<file path="config.mk">
export PLATFORM = sky130hd
export DESIGN_NAME = cdc_handshake_tx
export DESIGN_NICKNAME = d
export VERILOG_FILES = /design/src/rtl/cdc_handshake_tx.sv
export SDC_FILE = /design/constraint.sdc
export NUM_CORES = 1
export LEC_CHECK = 0
export ABC_AREA = 1
export CORE_MARGIN = 4
export CORE_UTILIZATION = 52
export CTS_BUF_LIST = sky130_fd_sc_hd__clkbuf_4 sky130_fd_sc_hd__clkbuf_8
export DETAILED_ROUTE_END_ITERATION = 12
export PLACE_DENSITY = 0.86
export SLEW_MARGIN = 20
export SYNTH_ARGS = -nofsm -noshare
export SYNTH_HDL_FRONTEND = slang
export SYNTH_SLANG_ARGS = --single-unit
</file>
<file path="constraint.sdc">
create_clock -name clk -period 3.4 [get_ports clk]
set_clock_uncertainty 0.05 [all_clocks]
set_input_delay 0.51 -clock clk [delete_from_list [all_inputs] [get_ports clk]]
set_output_delay 0.51 -clock clk [all_outputs]
set_load 0.02 [all_outputs]
</file>
<file path="src/rtl/cdc_handshake_tx.sv">
// cdc_handshake_tx
// Source-domain end of a 4-phase req/ack clock-domain crossing. A word taken
// on the valid/ready side is registered onto the launch bus. One cycle later
// the request rises, and the block then waits for the synchronized
// acknowledge to rise and fall again. The launch bus is held constant from
// the accept edge until the handshake completes, so the destination can
// sample it through its own synchronizer.
//
// Ports
//   clk          source-domain clock
//   reset        synchronous, active-high reset
//   in_valid     local word available
//   in_data      local word (WIDTH bits)
//   in_ready     a word can be accepted this cycle (decoded from registers)
//   xfer_data_o  registered launch bus to the destination domain
//   xfer_req_o   registered handshake request
//   xfer_ack_i   acknowledge from the destination, asynchronous to clk
//   done         one-cycle pulse when a handshake completes
//   busy         a handshake is in progress
//   xfer_count   count of completed handshakes, wraps
//
// state    | meaning
// ---------+-----------------------------------------------------------
// IDLE     | waiting for a word; blocked while the synchronized ack is high
// SETUP    | launch data driven, req still low (data leads req by one clk)
// REQ      | req high, waiting for the synchronized ack to rise
// RELEASE  | req low, waiting for the synchronized ack to fall

module cdc_handshake_tx #(
  parameter int WIDTH       = 8,
  parameter int SYNC_STAGES = 3,
  parameter int COUNT_WIDTH = 16
) (
  input  logic                   clk,
  input  logic                   reset,
  input  logic                   in_valid,
  input  logic [WIDTH-1:0]       in_data,
  output logic                   in_ready,
  output logic [WIDTH-1:0]       xfer_data_o,
  output logic                   xfer_req_o,
  input  logic                   xfer_ack_i,
  output logic                   done,
  output logic                   busy,
  output logic [COUNT_WIDTH-1:0] xfer_count
);

  typedef enum logic [1:0] {
    S_IDLE    = 2'd0,
    S_SETUP   = 2'd1,
    S_REQ     = 2'd2,
    S_RELEASE = 2'd3
  } state_t;

  state_t                   state_q, state_d;
  logic [SYNC_STAGES-1:0]   ack_sync_q;
  logic                     ack_sync;
  logic [WIDTH-1:0]         data_q, data_d;
  logic                     req_q, req_d;
  logic                     done_q, done_d;
  logic [COUNT_WIDTH-1:0]   count_q, count_d;

  // Ack synchronizer: bit 0 samples the asynchronous input, the last bit is
  // the only one the FSM looks at.
  always_ff @(posedge clk) begin
    if (reset) begin
      ack_sync_q <= '0;
    end else begin
      ack_sync_q <= {ack_sync_q[SYNC_STAGES-2:0], xfer_ack_i};
    end
  end

  assign ack_sync = ack_sync_q[SYNC_STAGES-1];

  // A stale ack (e.g. left high across a reset) keeps new words out until
  // the destination has let go of it.
  assign in_ready = (state_q == S_IDLE) && !ack_sync;

  always_ff @(posedge clk) begin
    if (reset) begin
      state_q <= S_IDLE;
      data_q  <= '0;
      req_q   <= 1'b0;
      done_q  <= 1'b0;
      count_q <= '0;
    end else begin
      state_q <= state_d;
      data_q  <= data_d;
      req_q   <= req_d;
      done_q  <= done_d;
      count_q <= count_d;
    end
  end

  always_comb begin
    state_d = state_q;
    data_d  = data_q;
    req_d   = req_q;
    done_d  = 1'b0;
    count_d = count_q;
    case (state_q)
      S_IDLE: begin
        if (in_valid && in_ready) begin
          data_d  = in_data;
          state_d = S_SETUP;
        end
      end
      S_SETUP: begin
        req_d   = 1'b1;
        state_d = S_REQ;
      end
      S_REQ: begin
        // A falling ack here cannot matter: only the rising level is looked for.
        if (ack_sync) begin
          req_d   = 1'b0;
          state_d = S_RELEASE;
        end
      end
      S_RELEASE: begin
        if (!ack_sync) begin
          state_d = S_IDLE;
          done_d  = 1'b1;
          count_d = count_q + COUNT_WIDTH'(1);
        end
      end
      default: begin
        state_d = S_IDLE;
        req_d   = 1'b0;
      end
    endcase
  end

  assign xfer_data_o = data_q;
  assign xfer_req_o  = req_q;
  assign done        = done_q;
  assign busy        = (state_q != S_IDLE);
  assign xfer_count  = count_q;

endmodule

</file>
==> metrics.md, run 1 <==
| Metric | Value |
|---|---|
| First-pass GRT wire length | `4860 µm` |
| P_sw | `0.343 mW` |
| Hold_buf cts | `0` |
| Worst-path clk slew | `90 ps` |
| Placer Congestion | `0.841` |
| Slowest cell on crit path | `clkdlybuf4s50_1` |
| Max Root-Sink Buffers | `2` |
| Grt met1 use | `0.197` |
| GRT Util Overall | `0.177` |
| Most frequent cells in the layout | `nand2_1 (42), clkdlybuf4s50_1 (39), dfxtp_1 (31), nor2_1 (30), inv_1 (26)` |
| M3 GR Usage | `0.0950` |
| Dpl cell area | `1840 µm²` |
| Final layout net count | `257` |
| Synth Instances | `194` |
| Resize count post-CTS | `0` |
| Crit path max fanout | `4` |
| # diodes | `0` |
| Antenna Nets Post-Route | `0` |
| Total negative slack | `0 ps` |
| Synth Warn # | `0` |
| Max H-tree Level | `2` |
| Die Wd | `60.1 µm` |
| Worst slew pin tran | `464 ps` |
| Reg2reg path depth | `6` |
| Syn Area/Cell | `7.29 µm²` |
| Synthesized area | `1410 µm²` |
| Crit path arrival time | `1740 ps` |
| Relative slew slack | `0.690` |
| Inserted Clock Buffers | `5` |
| Peak VDD IR | `0.443 mV` |
| Fmax | `435 MHz` |
| Setup bufs post-CTS | `0` |
| CTS tree | `done` |
| Sinks on Clock Net | `31` |
| Tmin final | `2300 ps` |
| CP Launch Type | `register` |
| Worst-Skew Late Latency | `310 ps` |
| Synth-to-Final Area Change | `34.0%` |
| Grt total ovfl | `0` |
| Logic gate share of total power | `0.352` |
| Syn Nets | `212` |
| Max incr delay on CP | `600 ps` |
| Chip Height | `60.1 µm` |
| Most common cell after layout, fill and taps aside | `nand2_1` |
| Finished Cell Area | `1890 µm²` |
| CP bufs+invs | `3` |
| Max-Cap Viols | `0` |
| Leakage | `0.782 nW` |
| RSZ-0062 raised after global routing | `false` |
| Seq/Total Area, Yosys | `0.439` |
| Initial Utilization | `0.556` |
| Core area | `2540 µm²` |
| Pre-antenna DRT Iters | `4` |
| Wire per inst | `10.5 µm` |
| Die area | `3620 µm²` |
| Final hold vios | `0` |
| Sequential group share of total power | `0.436` |
| Status | `finished, final reports clean` |
| Root buf cell | `clkbuf_4` |
| Most used cell, CP | `inv_1` |
| Seq cells post-synth | `31` |
| Setup crit end kind | `primary output` |
| Critical Path RT | `2840 ps` |
| Crit-path leading delay family | `buffers and inverters` |
| Port Buffers | `39` |
| Int Pwr | `0.647 mW` |
| Clock power share | `0.213` |
| Post-DR vias/cell | `4.91` |
| Site Rows | `18` |
| Drt total wl | `2840 µm` |
| Pwr dens | `522 nW/µm²` |
| Hold path cells | `2` |
| Critical Setup Path Class | `reg -> out` |
| Worst path depth | `5` |
| Worst hold path type | `reg -> reg` |
| Yosys cell types | `24` |
| Met2 Use GR | `0.281` |
| Period utilisation layout | `0.676` |
| Sw Ratio | `0.347` |
| Fin. max-slew vios | `0` |
| Hpwl dp | `2220 µm` |
| I/O Pins | `40` |
| Largest net degree at the start of global routing | `18` |
| Vias in the first global route | `1,220` |
| GR peak layer | `met2` |
| Antenna violations before repair | `0` |
| Crit path cell chain | `inv_1 -> ha_1 -> inv_1 -> nor2_1 -> clkdlybuf4s50_1` |
| Final setup vio count | `0` |
| Layout cells sized above 1 | `0.0962` |
| Via count | `1,320` |
| DRC violations left | `0` |
| Iter 0 DRT Violations | `56` |
[worst paths after layout]
kind                                     from       endpoint  slack, ps
worst max-delay path               state_q[0]       in_ready       1100
worst max register to register     state_q[1]  xfer_count[7]       1850
worst min-delay path            ack_sync_q[1]  ack_sync_q[2]        360
worst min register to register  ack_sync_q[1]  ack_sync_q[2]        360
[sequential cells by signal, indices dropped and copies added, names as in the netlist]
register	count
ack_sync_q	3
done	1
state_q	2
xfer_count	16
xfer_data_o	8
xfer_req_o	1
[kinds of logic (layout without fill, tap and decap cells)]
group | count (synthesis) | in the layout | synth area share
buffers and inverters | 32 | 77 | 0.0876
and+or+nand+nor | 93 | 93 | 0.303
adders and majority gates | 6 | 6 | 0.0531
AOI/OAI and AO/OA | 32 | 32 | 0.118
DFF | 31 | 31 | 0.439
[power groups by stage]
stage	sequential [mW]	clock [mW]	combinational [mW]
floorplan	0.466	0	0.187
global route	0.439	0.237	0.390
CTS	0.432	0.216	0.353
global placement	0.438	0	0.343
detailed placement	0.440	0	0.351
finish	0.431	0.210	0.348
[final cells by class]
| type | count | area [µm²] |
|---|---|---|
| clock buffers | 6 | 51.3 |
| multi-input cells | 131 | 669 |
| flip-flops and latches | 31 | 621 |
| clock inverters | 1 | 5.00 |
| inverters | 30 | 113 |
| repair buffers | 40 | 398 |
| fillers | 208 | 651 |
| well taps | 30 | 37.5 |
[metal layers]
metal	part of all wire	vias to the layer above
li1	-	699
met1	0.43	569
met2	0.45	42
met3	0.10	10
met4	0.022	0
met5	0	-
[synthesized netlist by cell type]
cell type	instances	area, µm²
nor2_1	30	113
dfxtp_1	31	621
nor2_4	1	11.3
clkbuf_1	1	3.75
nand2_4	1	11.3
o21ai_1	4	20.0
nor2_8	1	20.0
a21oi_2	1	8.76
a21oi_1	18	90.1
o21ai_0	8	40.0
buf_4	1	7.51
nor3_1	1	5.00
inv_1	26	97.6
nor4_1	1	6.26
nor2_2	2	12.5
ha_1	6	75.1
nand3_2	1	10.0
o21a_1	1	7.51
nand3_1	3	15.0
inv_2	4	15.0
nand2_2	3	18.8
nor3_2	1	10.0
nand2_1	42	158
nand4_1	6	37.5
[worst min-delay path: stages (launching register included)]
cell and delay (ps):
dfxtp_1 300, inv_1 40, nor2_1 30
[per-stage QoR]
stage	setup slack (ps)	utilization	std cells	power (mW)	hold slack (ps)
after floorplan	1780	-	194	0.653	338
after global placement	1460	0.722	262	0.781	340
after detailed placement	1430	0.722	262	0.791	350
after CTS	1080	0.744	269	1.00	362
after global routing	961	0.744	269	1.07	378
final	1100	0.744	269	0.990	359
(Power assumes the default switching activity.)
==> run 2, diff against run 1 <==
CORE_UTILIZATION = 44   (was 52)
PLACE_DENSITY = 0.78   (was 0.86)
clock period = 1.9 ns   (was 3.4 ns; I/O delays follow)
==> metrics.md, run 2 (synthesis gave the netlist of run 1 again) <==
| Metric | Value |
|---|---|
| Port Buffers | `39 (unchanged)` |
| Antenna violations before repair | `0 (unchanged)` |
| Max H-tree Level | `2 (unchanged)` |
| Worst slew pin tran | `466 ps (+1.41 ps)` |
| Hpwl dp | `2180 µm (-1.7%)` |
| Placer Congestion | `0.764 (-9.1%)` |
| Pwr dens | `920 nW/µm² (+76%)` |
| Largest net degree at the start of global routing | `18 (unchanged)` |
| Leakage | `0.785 nW (+0.37%)` |
| CP Launch Type | `register` |
| Drt total wl | `2850 µm (+0.53%)` |
| Largest register FFs | `16 (unchanged)` |
| Placed insts | `276 (+5.3%)` |
| Final layout net count | `257 (unchanged)` |
| Wl on met1 | `1250 µm (+2.5%)` |
| Final setup vio count | `0 (unchanged)` |
| Worst-path clk slew | `90 ps (about the same)` |
| FF+latch area | `621 µm² (unchanged)` |
| Fin. max-slew vios | `0 (unchanged)` |
| Iter 0 DRT Violations | `66 (+18%)` |
| Hold_ws | `357 ps (-2.58 ps)` |
| Wire per inst | `10.0 µm (-4.8%)` |
| Most frequent cells in the layout | `nand2_1 (42), clkdlybuf4s50_1 (37), dfxtp_1 (31), nor2_1 (30), inv_1 (26)` |
| Placement Setup Slack | `157 ps (-1270 ps)` |
| Grt total ovfl | `0 (unchanged)` |
| Initial Utilization | `0.463 (-0.0924)` |
| Via count | `1,269 (-3.9%)` |
| Peak VDD IR | `0.615 mV (+39%)` |
| PnR worst setup slack | `125 ps (-977 ps)` |
| Relative slew slack | `0.689 (-0.000939)` |
| Total negative slack | `0 ps (unchanged)` |
| Vias in the first global route | `1,209 (-0.90%)` |
| Number of fill cells | `298 (+43%)` |
| Multi-input logic area | `669 µm² (unchanged)` |
| Most common cell after layout, fill and taps aside | `nand2_1` |
| I/O Pins | `40 (unchanged)` |
| Fmax | `563 MHz` |
| Critical Setup Path Class | `reg -> out` |
| Crit path arrival time | `1440 ps (-300 ps)` |
| Worst hold path type | `reg -> reg` |
| GRT Util Overall | `0.159 (-0.0183)` |
| Met2 wire length | `1230 µm (-2.5%)` |
| Antenna Nets Post-Route | `0 (unchanged)` |
| Core area | `3050 µm² (+20%)` |
| Post-DR vias/cell | `4.47 (-8.9%)` |
| Uppermost layer routed | `met4` |
| Max-Cap Viols | `0 (unchanged)` |
| Crit path max fanout | `4 (unchanged)` |
| Critical Path RT | `1560 ps (-1280 ps)` |
| Die Wd | `64.7 µm (+7.5%)` |
| RSZ-0062 raised after global routing | `false` |
| Worst-Skew Late Latency | `340 ps (+30 ps)` |
| Status | `finished, final reports clean` |
| Pre-antenna DRT Iters | `4 (unchanged)` |
| Metal3 WL | `313 µm (+9.8%)` |
| Max Root-Sink Buffers | `2 (unchanged)` |
| Setup bufs post-CTS | `0 (unchanged)` |
| CTS tree | `done` |
| Inserted Clock Buffers | `5 (unchanged)` |
| Synth-to-Final Area Change | `35.0%` |
| Setup crit end kind | `primary output` |
| Final hold vios | `0 (unchanged)` |
| Site Rows | `20 (+2)` |
| # diodes | `0 (unchanged)` |
| Tmin final | `1780 ps` |
| Chip Height | `64.7 µm (+7.5%)` |
| Sinks on Clock Net | `31 (unchanged)` |
| DRC violations left | `0 (unchanged)` |
| Layout cells sized above 1 | `0.104 (+0.00793)` |
| Non-filler cells, final | `284 (+5.6%)` |
| Design Power | `1.76 mW (+77%)` |
| Period utilisation layout | `0.934` |
| First-pass GRT wire length | `5060 µm (+4.0%)` |
| Die area | `4180 µm² (+16%)` |
| Root buf cell | `clkbuf_4` |
-- run 2: cell count changes in the layout (fill, tap and decap cells not counted) --
cell and change:
clkdlybuf4s15_1 +1, clkbuf_4 +2, clkdlybuf4s50_1 -2, clkbuf_8 -1, clkbuf_2 +1
-- run 2: power breakdown --
group          switching (mW)  internal [mW]
clock                   0.220          0.172
combinational           0.351          0.242
sequential             0.0503          0.720
total                   0.622           1.13
-- run 2: per-stage QoR --
step	cell area, µm²	util
global route	1910	0.625
floorplan	1410	-
finish	1910	0.625
CTS	1910	0.626
detailed placement	1860	0.608
global placement	1860	0.608
-- run 2: cell type report --
| cell class | count | area share |
|---|---|---|
| Multi-Input combinational cell | 131 | 0.351 |
| Tap cell | 44 | 0.0289 |
| Clock buffer | 7 | 0.0275 |
| Sequential cell | 31 | 0.325 |
| Timing Repair Buffer | 40 | 0.206 |
| Inverter | 30 | 0.0590 |
| Clock inverter | 1 | 0.00262 |
-- run 2: worst max-delay path, stage by stage (launching register included) --
cell and delay (ps):
dfxtp_1 380, inv_1 100, ha_1 250, inv_1 80
clkdlybuf4s15_1 300
-- run 2: metal layers --
layer / up-vias / track usage
met5: - / 0
met4: 0 / 0.0633
met3: 5 / 0.0936
met2: 35 / 0.251
met1: 532 / 0.172
li1: 697 / -
-- run 2: what timing repair did --
item | CTS | global route
gates cloned | 0 | 0
setup endpoints to repair | 2 | 2
hold buffers | 0 | 0
pin swaps | 0 | 0
resized for setup | 2 | 3
-- run 2: final timing paths --
kind | from | endpoint | slack, ps | cells after the start
max reg2reg | state_q[0] | xfer_count[8] | 360 | 10
min reg2reg | ack_sync_q[0] | ack_sync_q[1] | 360 | 2
max | state_q[0] | busy | 120 | 4
min | ack_sync_q[0] | ack_sync_q[1] | 360 | 2
==> run 3, diff against run 2 <==
GPL_TIMING_DRIVEN = 1   (was unset)
==> results of run 3 <==
The final DEF is identical to that of run 2; final timing and power are the same.
